==> config.mk <==
export PLATFORM = sky130hd
export DESIGN_NAME = mem_path
export DESIGN_NICKNAME = d
export VERILOG_FILES = /design/src/rtl/mem_path.sv
export SDC_FILE = /design/constraint.sdc
export NUM_CORES = 2
export LEC_CHECK = 0
export CAP_MARGIN = 20
export CORE_ASPECT_RATIO = 1.2
export CORE_MARGIN = 2
export CORE_UTILIZATION = 60
export DETAILED_ROUTE_END_ITERATION = 12
export HOLD_SLACK_MARGIN = 0.06
export PLACE_DENSITY = 0.78
export SLEW_MARGIN = 20
export SYNTH_ARGS = -nofsm -noshare
export SYNTH_HDL_FRONTEND = slang
export SYNTH_SLANG_ARGS = --single-unit
==> constraint.sdc <==
create_clock -name MEM_clk -period 16.49 [get_ports MEM_clk]
set_input_delay 3.298 -clock MEM_clk [delete_from_list [all_inputs] [get_ports MEM_clk]]
set_output_delay 3.298 -clock MEM_clk [all_outputs]
set_load 0.005 [all_outputs]
==> src/rtl/mem_path.sv <==
// Memory path for the 8-bit processor: PC, MAR, MBR, IR and a unified RAM.
// A bench-side loader port can preload the RAM.
module mem_path #(
    parameter int          DATA_W    = 8,
    parameter int          ADDR_W    = 8,
    parameter logic [3:0]  DATA_PAGE = 4'hF
) (
    input  logic              MEM_clk,
    input  logic              MEM_rst,
    input  logic              PC_inc,
    input  logic              MAR_rw,
    input  logic              MAR_select,
    input  logic              MBR_rw,
    input  logic              MBR_select,
    input  logic              RAM_rw,
    input  logic              IR_rw,
    input  logic [DATA_W-1:0] Reg_data,
    input  logic              Load_en,
    input  logic [ADDR_W-1:0] Load_addr,
    input  logic [DATA_W-1:0] Load_data,
    output logic [DATA_W-1:0] IR_out,
    output logic [DATA_W-1:0] MBR_out,
    output logic [ADDR_W-1:0] PC_out,
    output logic [ADDR_W-1:0] MAR_out
);

    localparam int DEPTH = 2 ** ADDR_W;

    logic [DATA_W-1:0] ram [DEPTH];

    logic [ADDR_W-1:0] pc_q, pc_d;
    logic [ADDR_W-1:0] mar_q, mar_d;
    logic [DATA_W-1:0] mbr_q;
    logic [DATA_W-1:0] ir_q, ir_d;
    logic [ADDR_W-1:0] data_addr;

    // LD/ST operands live in a fixed page addressed by the low IR nibble
    assign data_addr = ADDR_W'({DATA_PAGE, ir_q[3:0]});

    always_comb begin
        pc_d  = pc_q;
        mar_d = mar_q;
        ir_d  = ir_q;
        if (PC_inc) begin
            pc_d = pc_q + ADDR_W'(1);
        end
        if (MAR_rw) begin
            mar_d = MAR_select ? data_addr : pc_q;
        end
        if (IR_rw) begin
            ir_d = mbr_q;
        end
    end

    always_ff @(posedge MEM_clk) begin
        if (MEM_rst) begin
            pc_q  <= '0;
            mar_q <= '0;
            mbr_q <= '0;
            ir_q  <= '0;
        end else begin
            pc_q  <= pc_d;
            mar_q <= mar_d;
            ir_q  <= ir_d;
            if (MBR_rw) begin
                // Read-before-write: a concurrent RAM_rw leaves the old word here
                mbr_q <= MBR_select ? Reg_data : ram[mar_q];
            end
        end
    end

    // Loader wins over the CU write and stays active during reset
    always_ff @(posedge MEM_clk) begin
        if (Load_en) begin
            ram[Load_addr] <= Load_data;
        end else if (RAM_rw && !MEM_rst) begin
            ram[mar_q] <= mbr_q;
        end
    end

    assign IR_out  = ir_q;
    assign MBR_out = mbr_q;
    assign PC_out  = pc_q;
    assign MAR_out = mar_q;

endmodule

# [Word-level counts from Yosys, hierarchy flattened]
# Memories as Yosys holds them, arrays and structs flattened. A register that Yosys moved wholly into a read port is not among the register bits.
# Index checks and enable logic that the tools add are counted.
[word_totals] latchBits=0 memories=1 romBits=0 ff_bits=32 ram_bits=2048
[classes] add_sub_neg=1 shift=0 n_eq_ne=0 muxes=12 mul=0 bitwise=0 n_div=0 n_reduce_logical=3 n_lt_le_gt_ge=0
[memory_table] memory="ram" words=256 width=8 read_ports=1 rd_clocked_by_memory_dff=1 write_ports=1 line_no="29" rtl="logic [DATA_W-1:0] ram [DEPTH];"
[ops] op="$mux 8" count=6
[ops] op="$add 8x1->8 const B" count=1
[ops] op="$reduce_or 8->1" count=1
[ops] op="$mux 1" count=6
[ops] op="$logic_and 1x1->1" count=1
[ops] op="$logic_not 1->1" count=1

# [Longest topological paths before layout]
[logic_depth] depth_word=7 ltp_mapped=13 mapped_depth_nobuf=7

# [Worst setup path after synthesis]
# No wires, ideal clock.
[synth_path] path_type="in2reg" from="input MEM_rst" to="memory ram[0][0] (data pin)" n_path_buf=2 cell_stages=6 setup_ns=0.823 t_required_ns=15.667 setup_slack_ns=8.487 arrival_ns=7.180 cell_sequence="nand2b_1 > or2_2 > clkbuf_1 > buf_1 > nand2_1 > nand2_1"
[synth_via] elab_chain_len=7
[synth_rtl] element="start: declaration" line_no="9" rtl="input logic MEM_rst,"
[synth_rtl] element="$logic_not 1->1" line_no="76" rtl="end else if (RAM_rw && !MEM_rst) begin"
[synth_rtl] element="$logic_and 1x1->1" line_no="76"
[synth_rtl] element="$mux 1" line_no="76"
[synth_rtl] element="$mux 1" line_no="74" rtl="if (Load_en) begin"
[synth_rtl] element="$mux 1 (implied by the code)" line_no="77" rtl="ram[mar_q] <= mbr_q;"
[synth_rtl] element="$reduce_or 8->1 (no line)"
[synth_rtl] element="$mux 8 (no line)"
[synth_rtl] element="end: declaration" line_no="29"
# No other way between the ends.

# [Worst setup path in the final report]
[layout_path] from="input MEM_rst" to="memory ram[211][5] (enable)"
[layout_via] elab_chain_len=7
[layout_rtl] element="$logic_not 1->1 (*)" line_no="76"
[layout_rtl] element="$logic_and 1x1->1 (*)" line_no="76"
[layout_rtl] element="$mux 1 (*)" line_no="76"
[layout_rtl] element="$mux 1 (*)" line_no="74"
[layout_rtl] element="$mux 1 (implied by the code) (*)" line_no="77"
[layout_rtl] element="$reduce_or 8->1 (no line)"
[layout_rtl] element="$mux 8 (no line) / $mux 1 (equally long branches)"
# Mark *: on every way between the ends. The rest lies on a longest branch, timed or not.

==> flow_metrics.tcl <==
set metrics [dict create \
    run_status "finished, final reports clean" \
    layout_common_cells "2048 x edfxtp_1, 498 x mux4_2, 322 x nor2_1, 189 x clkbuf_16, 174 x mux2i_1" \
    min-delay-path-class "register to register" \
    fin_crit_ps 7050 \
    postCtsSetupRepairBufs 0 \
    antenna_found_initial 12 \
    drc 0 \
    initial_utilization_pct 60.5 \
    coreArea_um2 136000 \
    grt_pass1_vias 41624 \
    p_total_uw 10900 \
    root_buffer "clkbuf_16" \
    crit_path_end_kind "register" \
    track_usage_pct 31.2 \
    grt_setup_unrepaired "no" \
    hold_ws_ps 515 \
    critPathLaunchType "input port" \
    clk_path_buf_depth 3 \
    vias 42321 \
    fin_nets 4049 \
    met1_length_mm 73.3 \
    fin_crit_sh_pct 42.8 \
    seq_area_frac_synth_pct 76.0 \
    io_pins 66 \
    area.sequential_um2 62300 \
    switching_share_pct 22.2 \
    wl_met2_mm 100 \
    wl_per_cell_um 36.1 \
    antenna_left 0 \
    cp.required_ps 16920 \
    critPathKind "input port to register" \
    max_freq_ghz 0.142 \
    path_clk_slew_ps 70 \
    gp_congestion 0.960 \
    hold_buffers 0 \
    synth_warnings 0 \
    rows 148 \
    areaGrowthSynthToFinish_pct 9.96 \
    cap_viol_max_count 0 \
    dp_hpwl_mm 127 \
    synthFlopType "edfxtp_1" \
    fill_cells 8239 \
    hold_violations 0 \
    ctsResizeCount 0 \
    synth-edff-count 2048 \
    timing.slew.headroom_pct 21.4 \
    syn_inst 3932 \
    r2r_cells 7 \
    switchingPower_uw 2420 \
    wl_mm 216 \
    combPwrFrac_pct 6.4 \
    tritoncts "yes" \
    whs_path_depth 2 \
    yosysUniqueCellTypes 68 \
    worst_slack_ps 9440 \
    grt_max_degree 211 \
    synth.avg_cell_area_um2 20.8 \
    report.final.slew_viol_count 0 \
    top_layer "met5" \
    fp.dieW_um 341 \
    fin_tns_setup_ps 0 \
    numCtsBuffers 184 \
    die_area_um2 140000 \
    clock-sinks 2088 \
    clkPwrFrac_pct 39.4 \
    routed_via_density 7.09 \
    pwr-share-seq_pct 54.2 \
    synth-seq-cells 2088 \
    initialDrtViolationCount 6627 \
    io_buffer_count 65 \
    dpl_worst_slack_ps 8420 \
    grt_pass1_wl_mm 305 \
    overflow 0 \
    power_density_nw_per_um2 121 \
    syn_nets 3967 \
    htreeDepth 4 \
    tightest_slew_ps 1180 \
    clk_latency_ps 840 \
    synthArstFlopShare_pct 0 \
    vdd_drop_max_mv 0.107 \
    wl_met3_mm 27.0 \
    setup_viol 0 \
    first_pass_iters 6 \
    mostFrequentLayoutCell "edfxtp_1" \
    crit_path_max_fanout 33 \
    multi_input_area_um2 18300 \
    fin_skew_ps 40.0 \
    reg2reg_slack_ps 11360 \
    arrival_ps 7480 \
    layout-drive-gt1-share_pct 21.2 \
    p_int_uw 8490 \
    fp.dieH_um 409 \
    netlist_area_um2 82000 \
    p_leak_uw 0.0273 \
]
## stage by stage
step | area [um2] | utilization [%] | instances
detailed placement | 84100 | 62.1 | 5628
global placement | 84100 | 62.0 | 5628
floorplan | 82000 | - | 3932
CTS | 90100 | 66.5 | 5970
global route | 90100 | 66.5 | 5970
finish | 90100 | 66.5 | 5973
## layer usage
layer / track usage (%) / up-vias
met5: 0 / -
li1: - / 16442
met4: 18.7 / 10
met1: 40.8 / 21691
met2: 46.8 / 3489
met3: 9.17 / 689
## registers in the layout, summed over array words and instances, names as in the netlist, named ones only
name,cells
IR_out,8
MAR_out,8
MBR_out,8
PC_out,8
ram,2048
## power groups by stage
stage	registers, uW	clock network [uW]	logic [uW]
floorplan	6040	0	423
global placement	6020	0	670
detailed placement	6020	0	681
CTS	5910	4310	687
global route	5910	4500	719
finish	5910	4300	699
## logic make-up after synthesis
group	Yosys count	share of synthesized area, %
AOI/OAI and AO/OA	251	2.16
xor gates and xnor gates	5	0.0534
and+or+nand+nor	651	3.47
buffers and inverters	235	1.80
DFF	2088	76.0
muxes	701	16.5
adders and majority gates	1	0.0153
## worst paths after layout
check | start | end
hold / removal | IR_out[7] | IR_out[7]
setup reg to reg | register | MBR_out[0]
setup / recovery | MEM_rst | ram[211][5]
hold reg to reg | IR_out[7] | IR_out[7]
## cells in the mapped netlist (4+ instances only)
| cell | instances | area [um2] |
|---|---|---|
| buf_2 | 68 | 340 |
| nor2_1 | 323 | 1210 |
| nand2_1 | 147 | 552 |
| a21oi_1 | 42 | 210 |
| mux4_2 | 498 | 11200 |
| o22ai_1 | 46 | 288 |
| nor3_1 | 22 | 110 |
| or3_1 | 9 | 56.3 |
| nand4_1 | 8 | 50.1 |
| buf_1 | 14 | 52.6 |
| nor4_1 | 7 | 43.8 |
| o31ai_1 | 9 | 67.6 |
| o221ai_1 | 24 | 210 |
| a211o_1 | 6 | 52.6 |
| nand3_1 | 47 | 235 |
| nand2b_1 | 20 | 125 |
| o211ai_1 | 4 | 30.0 |
| a211oi_1 | 34 | 255 |
| o21ai_0 | 19 | 95.1 |
| mux4_1 | 15 | 394 |
| nand3b_1 | 16 | 120 |
| a2111oi_0 | 11 | 96.3 |
| xor2_1 | 4 | 35.0 |
| mux2_2 | 12 | 135 |
| and3_1 | 5 | 31.3 |
| clkbuf_1 | 84 | 315 |
| a22oi_1 | 13 | 97.6 |
| dfxtp_1 | 40 | 801 |
| buf_4 | 19 | 143 |
| mux2i_1 | 174 | 1740 |
| or2_2 | 5 | 31.3 |
| a31oi_1 | 14 | 87.6 |
| buf_6 | 32 | 360 |
| and2_1 | 9 | 56.3 |
| nor2b_1 | 25 | 156 |
| edfxtp_1 | 2048 | 61500 |
| buf_12 | 10 | 200 |
## final cells by class
cell class	count	share of cell area [%]
clock buffer	222	5.41
antenna	3	0.00833
tap	1800	2.50
clock inverter	120	1.23
inverter	5	0.0250
multi-input combinational	1609	20.3
timing repair buffer	126	1.34
sequential	2088	69.2
## worst max-delay path, cell delays in order
cell	delay, ps
clkdlybuf4s50_1	460
buf_4	430
nand2b_1	250
nor2_2	50
buf_4	230
o31ai_2	670
nand3_2	1010
nor2_1	1020
(Power assumes the default switching activity.)
